$ cat config.mk
export PLATFORM = sky130hd
export DESIGN_NAME = onebyfour_demux_reg_flat
export DESIGN_NICKNAME = d
export VERILOG_FILES = /design/src/rtl/onebyfour_demux_reg_if.sv /design/src/rtl/onebyfour_demux_reg.sv /design/src/flat_wrapper.sv
export SDC_FILE = /design/constraint.sdc
export NUM_CORES = 1
export LEC_CHECK = 0
export CORE_ASPECT_RATIO = 2
export CORE_MARGIN = 8
export CORE_UTILIZATION = 30
export CTS_BUF_LIST = sky130_fd_sc_hd__clkbuf_8
export DETAILED_ROUTE_END_ITERATION = 8
export PLACE_DENSITY = 0.63
export SYNTH_ARGS = -nofsm -noshare
export SYNTH_HDL_FRONTEND = slang
export SYNTH_SLANG_ARGS = --single-unit
$ cat constraint.sdc
create_clock -name clk -period 2.2 [get_ports clk]
set_input_delay 0.22 -clock clk [delete_from_list [all_inputs] [get_ports clk]]
set_output_delay 0.22 -clock clk [all_outputs]
set_load 0.01 [all_outputs]
$ cat src/rtl/onebyfour_demux_reg_if.sv
// Bus bundle for the registered 1-to-4 demultiplexer.
// It carries the input stream, the routing controls, the four output
// channels with their handshakes, and the status outputs.
interface onebyfour_demux_reg_if #(
  parameter int WIDTH = 8,
  parameter int CNT_W = 8
);
  logic [WIDTH-1:0] a;
  logic             a_valid;
  logic             a_ready;
  logic             s0;
  logic             s1;
  logic             auto_rr;
  logic [WIDTH-1:0] ya;
  logic [WIDTH-1:0] yb;
  logic [WIDTH-1:0] yc;
  logic [WIDTH-1:0] yd;
  logic             ya_valid;
  logic             yb_valid;
  logic             yc_valid;
  logic             yd_valid;
  logic             ya_ready;
  logic             yb_ready;
  logic             yc_ready;
  logic             yd_ready;
  logic [1:0]       rr_ptr;
  logic [CNT_W-1:0] beat_cnt;

  // Producer/consumer side: drives the stream, the controls and the channel readies.
  modport master (
    output a, a_valid, s0, s1, auto_rr,
    output ya_ready, yb_ready, yc_ready, yd_ready,
    input  a_ready,
    input  ya, yb, yc, yd,
    input  ya_valid, yb_valid, yc_valid, yd_valid,
    input  rr_ptr, beat_cnt
  );

  // Demultiplexer side.
  modport slave (
    input  a, a_valid, s0, s1, auto_rr,
    input  ya_ready, yb_ready, yc_ready, yd_ready,
    output a_ready,
    output ya, yb, yc, yd,
    output ya_valid, yb_valid, yc_valid, yd_valid,
    output rr_ptr, beat_cnt
  );
endinterface

$ cat src/rtl/onebyfour_demux_reg.sv
// Registered 1-to-4 demultiplexer.
// One input stream is steered to one of four channels, chosen either by
// {s1,s0} or by a round-robin pointer. Each channel owns a one-entry
// register with a valid/ready handshake, so a stalled consumer only blocks
// beats aimed at its own channel. All outputs come straight from registers;
// only a_ready is combinational.
module onebyfour_demux_reg #(
  parameter int WIDTH = 8,
  parameter int CNT_W = 8
) (
  input logic                  clk,
  input logic                  rst,
  onebyfour_demux_reg_if.slave bus
);

  logic [WIDTH-1:0] data_r [4];
  logic [3:0]       valid_r;
  logic [1:0]       rr_ptr_r;
  logic [CNT_W-1:0] beat_cnt_r;

  logic [3:0]       ready_s;
  logic [1:0]       target_s;
  logic             a_ready_s;
  logic             accept_s;

  // Target channel and input handshake, looking only at the target channel.
  always_comb begin
    ready_s   = {bus.yd_ready, bus.yc_ready, bus.yb_ready, bus.ya_ready};
    target_s  = 2'd0;
    a_ready_s = 1'b0;
    if (bus.auto_rr) begin
      target_s = rr_ptr_r;
    end else begin
      target_s = {bus.s1, bus.s0};
    end
    if (rst) begin
      a_ready_s = 1'b0;
    end else begin
      a_ready_s = !valid_r[target_s] || ready_s[target_s];
    end
    accept_s = bus.a_valid && a_ready_s;
  end

  // Channel registers: load on accept, clear on drain, otherwise hold.
  // A drain and an accept on the same channel keep it full with the new beat.
  always_ff @(posedge clk) begin
    if (rst) begin
      for (int k = 0; k < 4; k++) begin
        data_r[k] <= {WIDTH{1'b0}};
      end
      valid_r <= 4'b0000;
    end else begin
      for (int k = 0; k < 4; k++) begin
        if (accept_s && (target_s == 2'(k))) begin
          data_r[k]  <= bus.a;
          valid_r[k] <= 1'b1;
        end else if (valid_r[k] && ready_s[k]) begin
          valid_r[k] <= 1'b0;
        end else begin
          valid_r[k] <= valid_r[k];
        end
      end
    end
  end

  // Beat counter and round-robin pointer; the pointer only moves on an
  // accepted beat in round-robin mode and is retained across manual periods.
  always_ff @(posedge clk) begin
    if (rst) begin
      beat_cnt_r <= {CNT_W{1'b0}};
      rr_ptr_r   <= 2'd0;
    end else begin
      if (accept_s) begin
        beat_cnt_r <= beat_cnt_r + CNT_W'(1);
      end else begin
        beat_cnt_r <= beat_cnt_r;
      end
      if (accept_s && bus.auto_rr) begin
        rr_ptr_r <= rr_ptr_r + 2'd1;
      end else begin
        rr_ptr_r <= rr_ptr_r;
      end
    end
  end

  assign bus.a_ready  = a_ready_s;
  assign bus.ya       = data_r[0];
  assign bus.yb       = data_r[1];
  assign bus.yc       = data_r[2];
  assign bus.yd       = data_r[3];
  assign bus.ya_valid = valid_r[0];
  assign bus.yb_valid = valid_r[1];
  assign bus.yc_valid = valid_r[2];
  assign bus.yd_valid = valid_r[3];
  assign bus.rr_ptr   = rr_ptr_r;
  assign bus.beat_cnt = beat_cnt_r;

endmodule

$ cat src/flat_wrapper.sv
// flat-port wrapper written by rule: the top's interface ports become plain ports
module onebyfour_demux_reg_flat 
#(
  parameter int WIDTH = 8,
  parameter int CNT_W = 8
)
  (clk, rst, bus_a, bus_a_valid, bus_s0, bus_s1, bus_auto_rr, bus_ya_ready, bus_yb_ready, bus_yc_ready, bus_yd_ready, bus_a_ready, bus_ya, bus_yb, bus_yc, bus_yd, bus_ya_valid, bus_yb_valid, bus_yc_valid, bus_yd_valid, bus_rr_ptr, bus_beat_cnt);
  onebyfour_demux_reg_if #(.WIDTH(WIDTH), .CNT_W(CNT_W)) bus_i ();
  input logic clk;
  input logic rst;
  input wire logic [$bits(bus_i.a)-1:0] bus_a;
  input wire logic [$bits(bus_i.a_valid)-1:0] bus_a_valid;
  input wire logic [$bits(bus_i.s0)-1:0] bus_s0;
  input wire logic [$bits(bus_i.s1)-1:0] bus_s1;
  input wire logic [$bits(bus_i.auto_rr)-1:0] bus_auto_rr;
  input wire logic [$bits(bus_i.ya_ready)-1:0] bus_ya_ready;
  input wire logic [$bits(bus_i.yb_ready)-1:0] bus_yb_ready;
  input wire logic [$bits(bus_i.yc_ready)-1:0] bus_yc_ready;
  input wire logic [$bits(bus_i.yd_ready)-1:0] bus_yd_ready;
  output wire logic [$bits(bus_i.a_ready)-1:0] bus_a_ready;
  output wire logic [$bits(bus_i.ya)-1:0] bus_ya;
  output wire logic [$bits(bus_i.yb)-1:0] bus_yb;
  output wire logic [$bits(bus_i.yc)-1:0] bus_yc;
  output wire logic [$bits(bus_i.yd)-1:0] bus_yd;
  output wire logic [$bits(bus_i.ya_valid)-1:0] bus_ya_valid;
  output wire logic [$bits(bus_i.yb_valid)-1:0] bus_yb_valid;
  output wire logic [$bits(bus_i.yc_valid)-1:0] bus_yc_valid;
  output wire logic [$bits(bus_i.yd_valid)-1:0] bus_yd_valid;
  output wire logic [$bits(bus_i.rr_ptr)-1:0] bus_rr_ptr;
  output wire logic [$bits(bus_i.beat_cnt)-1:0] bus_beat_cnt;
  assign bus_i.a = bus_a;
  assign bus_i.a_valid = bus_a_valid;
  assign bus_i.s0 = bus_s0;
  assign bus_i.s1 = bus_s1;
  assign bus_i.auto_rr = bus_auto_rr;
  assign bus_i.ya_ready = bus_ya_ready;
  assign bus_i.yb_ready = bus_yb_ready;
  assign bus_i.yc_ready = bus_yc_ready;
  assign bus_i.yd_ready = bus_yd_ready;
  assign bus_a_ready = bus_i.a_ready;
  assign bus_ya = bus_i.ya;
  assign bus_yb = bus_i.yb;
  assign bus_yc = bus_i.yc;
  assign bus_yd = bus_i.yd;
  assign bus_ya_valid = bus_i.ya_valid;
  assign bus_yb_valid = bus_i.yb_valid;
  assign bus_yc_valid = bus_i.yc_valid;
  assign bus_yd_valid = bus_i.yd_valid;
  assign bus_rr_ptr = bus_i.rr_ptr;
  assign bus_beat_cnt = bus_i.beat_cnt;
  onebyfour_demux_reg #(.WIDTH(WIDTH), .CNT_W(CNT_W)) u_core (.clk(clk), .rst(rst), .bus(bus_i));
endmodule
==> metrics list <==
- By startpoint and endpoint, the worst setup path is classified as input port to output port.
- TritonCTS created 5 clock buffers.
- Net Count, Synth: 186
* Core region area: 6569 um2
* Initial antenna violation count: 0
- Cell variety after synth: 35
- During placement, the flow inserted port buffers numbering 64.
- Summed over all instances, the cell type with the most area after synthesis is sky130_fd_sc_hd__edfxtp_1.
- Max Transition Viols Final: 0
- Maximum number of pins on one net before global-route repair: 19
* Required time reported for the critical path endpoint: 1.98 ns
- Commonest cells post-synth: sky130_fd_sc_hd__and2_1, sky130_fd_sc_hd__edfxtp_1, sky130_fd_sc_hd__dfxtp_1, sky130_fd_sc_hd__nor2_1, sky130_fd_sc_hd__nand2_1
* Portion of the post-synthesis area used by sequential elements: 61.92%
- Antenna Diode Count: 0
* Clock sink count: 46
* Critical path startpoint category: input port
* Clock latency on the worst-skew pair: 0.30 ns
- Of all nets on the critical path, the largest fanout is 4.
- Dividing total power by cell area gives a power density of 625.5 nW/um2.
* Area added between synthesis and finish: 49.00%
- For this run, the share of the core covered by cells in the final layout is 45.47%.
- Across the routed clock network, the largest skew measured is 0.008208 ns.
- Dividing the detail-routed wire length by the instance count gives 15.01 um.
- Worst reg2reg setup slack: 0.39 ns
- Type of the worst min-delay path: flip-flop to flip-flop
- In the routed design, unresolved DRC markers number 0.
- Reg-to-reg critical path endpoint: u_core.bus.beat_cnt[3]
- In this run the vertical extent of the chip is 131.6 um.
* Via-to-Cell Ratio: 4.481
- VDD sags by at most 553.3 uV.
* Highest Clock Rate: 485.7 MHz
- Global-route wire length before repair: 7.983 mm
* Maximum clock insertion buffer count: 2
* Post-DP HPWL: 4.142 mm
* Overflow left after global routing: 0
- Share of Yosys cell area claimed by the top area cell type: 47.94%
- Most used flip-flop cell after synthesis: sky130_fd_sc_hd__edfxtp_1
- Once detail routing completed, the nets flagged for antenna violations numbered 0.
- CTS tree: yes
- Status: complete, no violations
- In the synthesized netlist, the number of instances is 167.
* Clock Root Buffer: sky130_fd_sc_hd__clkbuf_8
- The hold violation total from the final report came to 0.
* Clock-pin slew of the registers on the worst-case setup and hold paths: 0.08 ns
- At the end of routability-driven placement, the weighted congestion stood at 0.8191.
* Final Cycle Share: 93.59%
- Post-route worst hold slack: 0.4859 ns
- After synthesis, the mean cell area works out to 12.00 um2.
- The analysis attributes to cell leakage a power of 1.112 nW.
- After synthesis the netlist holds a flip-flop and latch count of 46.
* Count of max-cap constraint violations: 0
- The final layout contains routed wiring with a total length of 5.149 mm.
* Cell count of the worst reg-to-reg path: 6
- Crit path time final: 2.059 ns
- Relative slew slack: 80.44%
- The initial utilization of the core area, before any placement, comes to 30.51%.
- In the global route stage, overall resource usage came out at 10.70%.
- Critical path data arrival time: 1.84 ns
* Number of DRC markers in iteration 0: 95
* RR Startpoint: u_core.valid_r[1]
* Share of final-layout standard cells stronger than drive strength 1: 16.08%
* Final net count: 273
* Actual transition at the worst max-transition pin: 0.2912 ns
- Critical hold path startpoint: u_core.bus.beat_cnt[7]
- Number of warning messages in the yosys log: 0
- Worst min-delay path endpoint: u_core.bus.beat_cnt[7]
- Counting instances, the worst hold path has a depth of 2.
- Width of the die: 73.80 um
- Most area-consuming cells after synthesis: sky130_fd_sc_hd__edfxtp_1, sky130_fd_sc_hd__dfxtp_1, sky130_fd_sc_hd__and2_1, sky130_fd_sc_hd__a21oi_1, sky130_fd_sc_hd__nand3_1
- Summing over every cut layer, the via total after detailed routing is 1537.
- sky130_fd_sc_hd__and2_1 is the most common cell in the netlist.
* Crit path capture type: output port
- Unrepaired setup endpoints after global routing: false
* Die area: 9712 um2
* Detailed-routing iteration count for the pre-antenna-repair pass: 4
* Number of global-route vias before repair: 1692
* Number of enable flip-flop cells after synthesis: 32
* Post-synthesis instance area: 2004 um2
- Final setup violation count: 0
- Cell Rows: 42
- For this run, asynchronously set or reset flops after synthesis account for 0%.
- The H-tree generated during clock tree synthesis spans 2 levels.
- Top-level port count: 65
* CTS Hold Bufs: 0
-- timing repair --
action	CTS	global route
cloned	0	0
setup endpoints to repair	1	1
resized for setup	2	1
buffers inserted	0	0
pin swaps	0	0
-- cells by family (layout without fill, tap and decap cells) --
family                   Yosys count  in the layout  synth area share, %
AO/OA/AOI/OAI                     18             18                5.680
XOR/XNOR                           4              4                1.748
adder cells (fa/ha/maj)            1              1               0.6241
buffers and inverters             10             98                2.309
flip-flops                        46             46                61.92
multiplexers                       8              8                4.619
AND/OR/NAND/NOR                   80             80                23.10
-- routing by layer --
metal	wire length [um]	part of all wire (%)	track usage [%]
met5	0	0	0
met4	81	1.6	3.812
met3	287	5.6	2.515
met2	2932	57	21.29
met1	1848	36	9.497
-- cell type report --
class | count | area (um2)
Tap cell | 88 | 110.1
Clock buffer | 5 | 68.82
Sequential cell | 46 | 1241
Multi-Input combinational cell | 111 | 716.9
Timing Repair Buffer | 84 | 785.8
Clock inverter | 3 | 41.29
Fill cell | 604 | 3582
Inverter | 6 | 22.52
-- worst max-delay path, stage by stage --
cell and delay [ns]:
sky130_fd_sc_hd__clkdlybuf4s50_1 0.50, sky130_fd_sc_hd__mux2_4 0.34, sky130_fd_sc_hd__mux2i_2 0.16, sky130_fd_sc_hd__and2_4 0.17, sky130_fd_sc_hd__nor3_1 0.17, sky130_fd_sc_hd__buf_4 0.15, sky130_fd_sc_hd__clkbuf_2 0.12
-- flip-flops by register name, summed over array words and instances, names as in the netlist --
signal               cells
u_core.bus.rr_ptr        2
u_core.data_r           32
u_core.valid_r           4
u_core.bus.beat_cnt      8
-- cells in the final DEF (no fill, tap or decap), types with 4 or more instances in the layout --
cell type and instances:
sky130_fd_sc_hd__clkdlybuf4s50_1 63, sky130_fd_sc_hd__and2_1 33, sky130_fd_sc_hd__edfxtp_1 32, sky130_fd_sc_hd__buf_4 20, sky130_fd_sc_hd__dfxtp_1 14, sky130_fd_sc_hd__nor2_1 9, sky130_fd_sc_hd__nand2_1 8, sky130_fd_sc_hd__nand3_1 7
sky130_fd_sc_hd__inv_1 7, sky130_fd_sc_hd__a21oi_1 7, sky130_fd_sc_hd__nand2b_1 5, sky130_fd_sc_hd__clkbuf_8 5, sky130_fd_sc_hd__or2_2 4, sky130_fd_sc_hd__o22ai_1 4
-- through the flow --
step	power (W)	TNS, ns	cell area, um2	cells	setup WS (ns)
4_1_cts	0.001898	0	2992	343	0.02185
6_report	0.001868	0	2987	343	0.1410
3_3_place_gp	0.001282	-0.2721	2882	335	-0.2620
3_5_place_dp	0.001286	-0.4564	2882	335	-0.2731
5_1_grt	0.001946	0	2987	343	0.09983
2_1_floorplan	0.001113	0	2004	167	0.3895
-- power breakdown --
part	leakage, nW	switching (W)	total [W]	internal, W
clock network	0.0556	0.000275	0.000609	0.000334
logic	0.610	0.000118	0.000271	0.000152
registers	0.446	0.0000197	0.000988	0.000969
total	1.11	0.000413	0.00187	0.00146
-- worst max-delay path by stage --
| stage | startpoint | endpoint | slack, ns |
|---|---|---|---|
| after global routing | bus_auto_rr | bus_a_ready | 0.1 |
| after detailed placement | bus_auto_rr | bus_a_ready | -0.27 |
| final | bus_auto_rr | bus_a_ready | 0.14 |
| after global placement | bus_auto_rr | bus_a_ready | -0.26 |
| after CTS | bus_auto_rr | bus_a_ready | 0.02 |
| after floorplan | u_core.bus.rr_ptr[1] | u_core.data_r[2][0] | 0.39 |
Power figures use the tool's default switching activity.
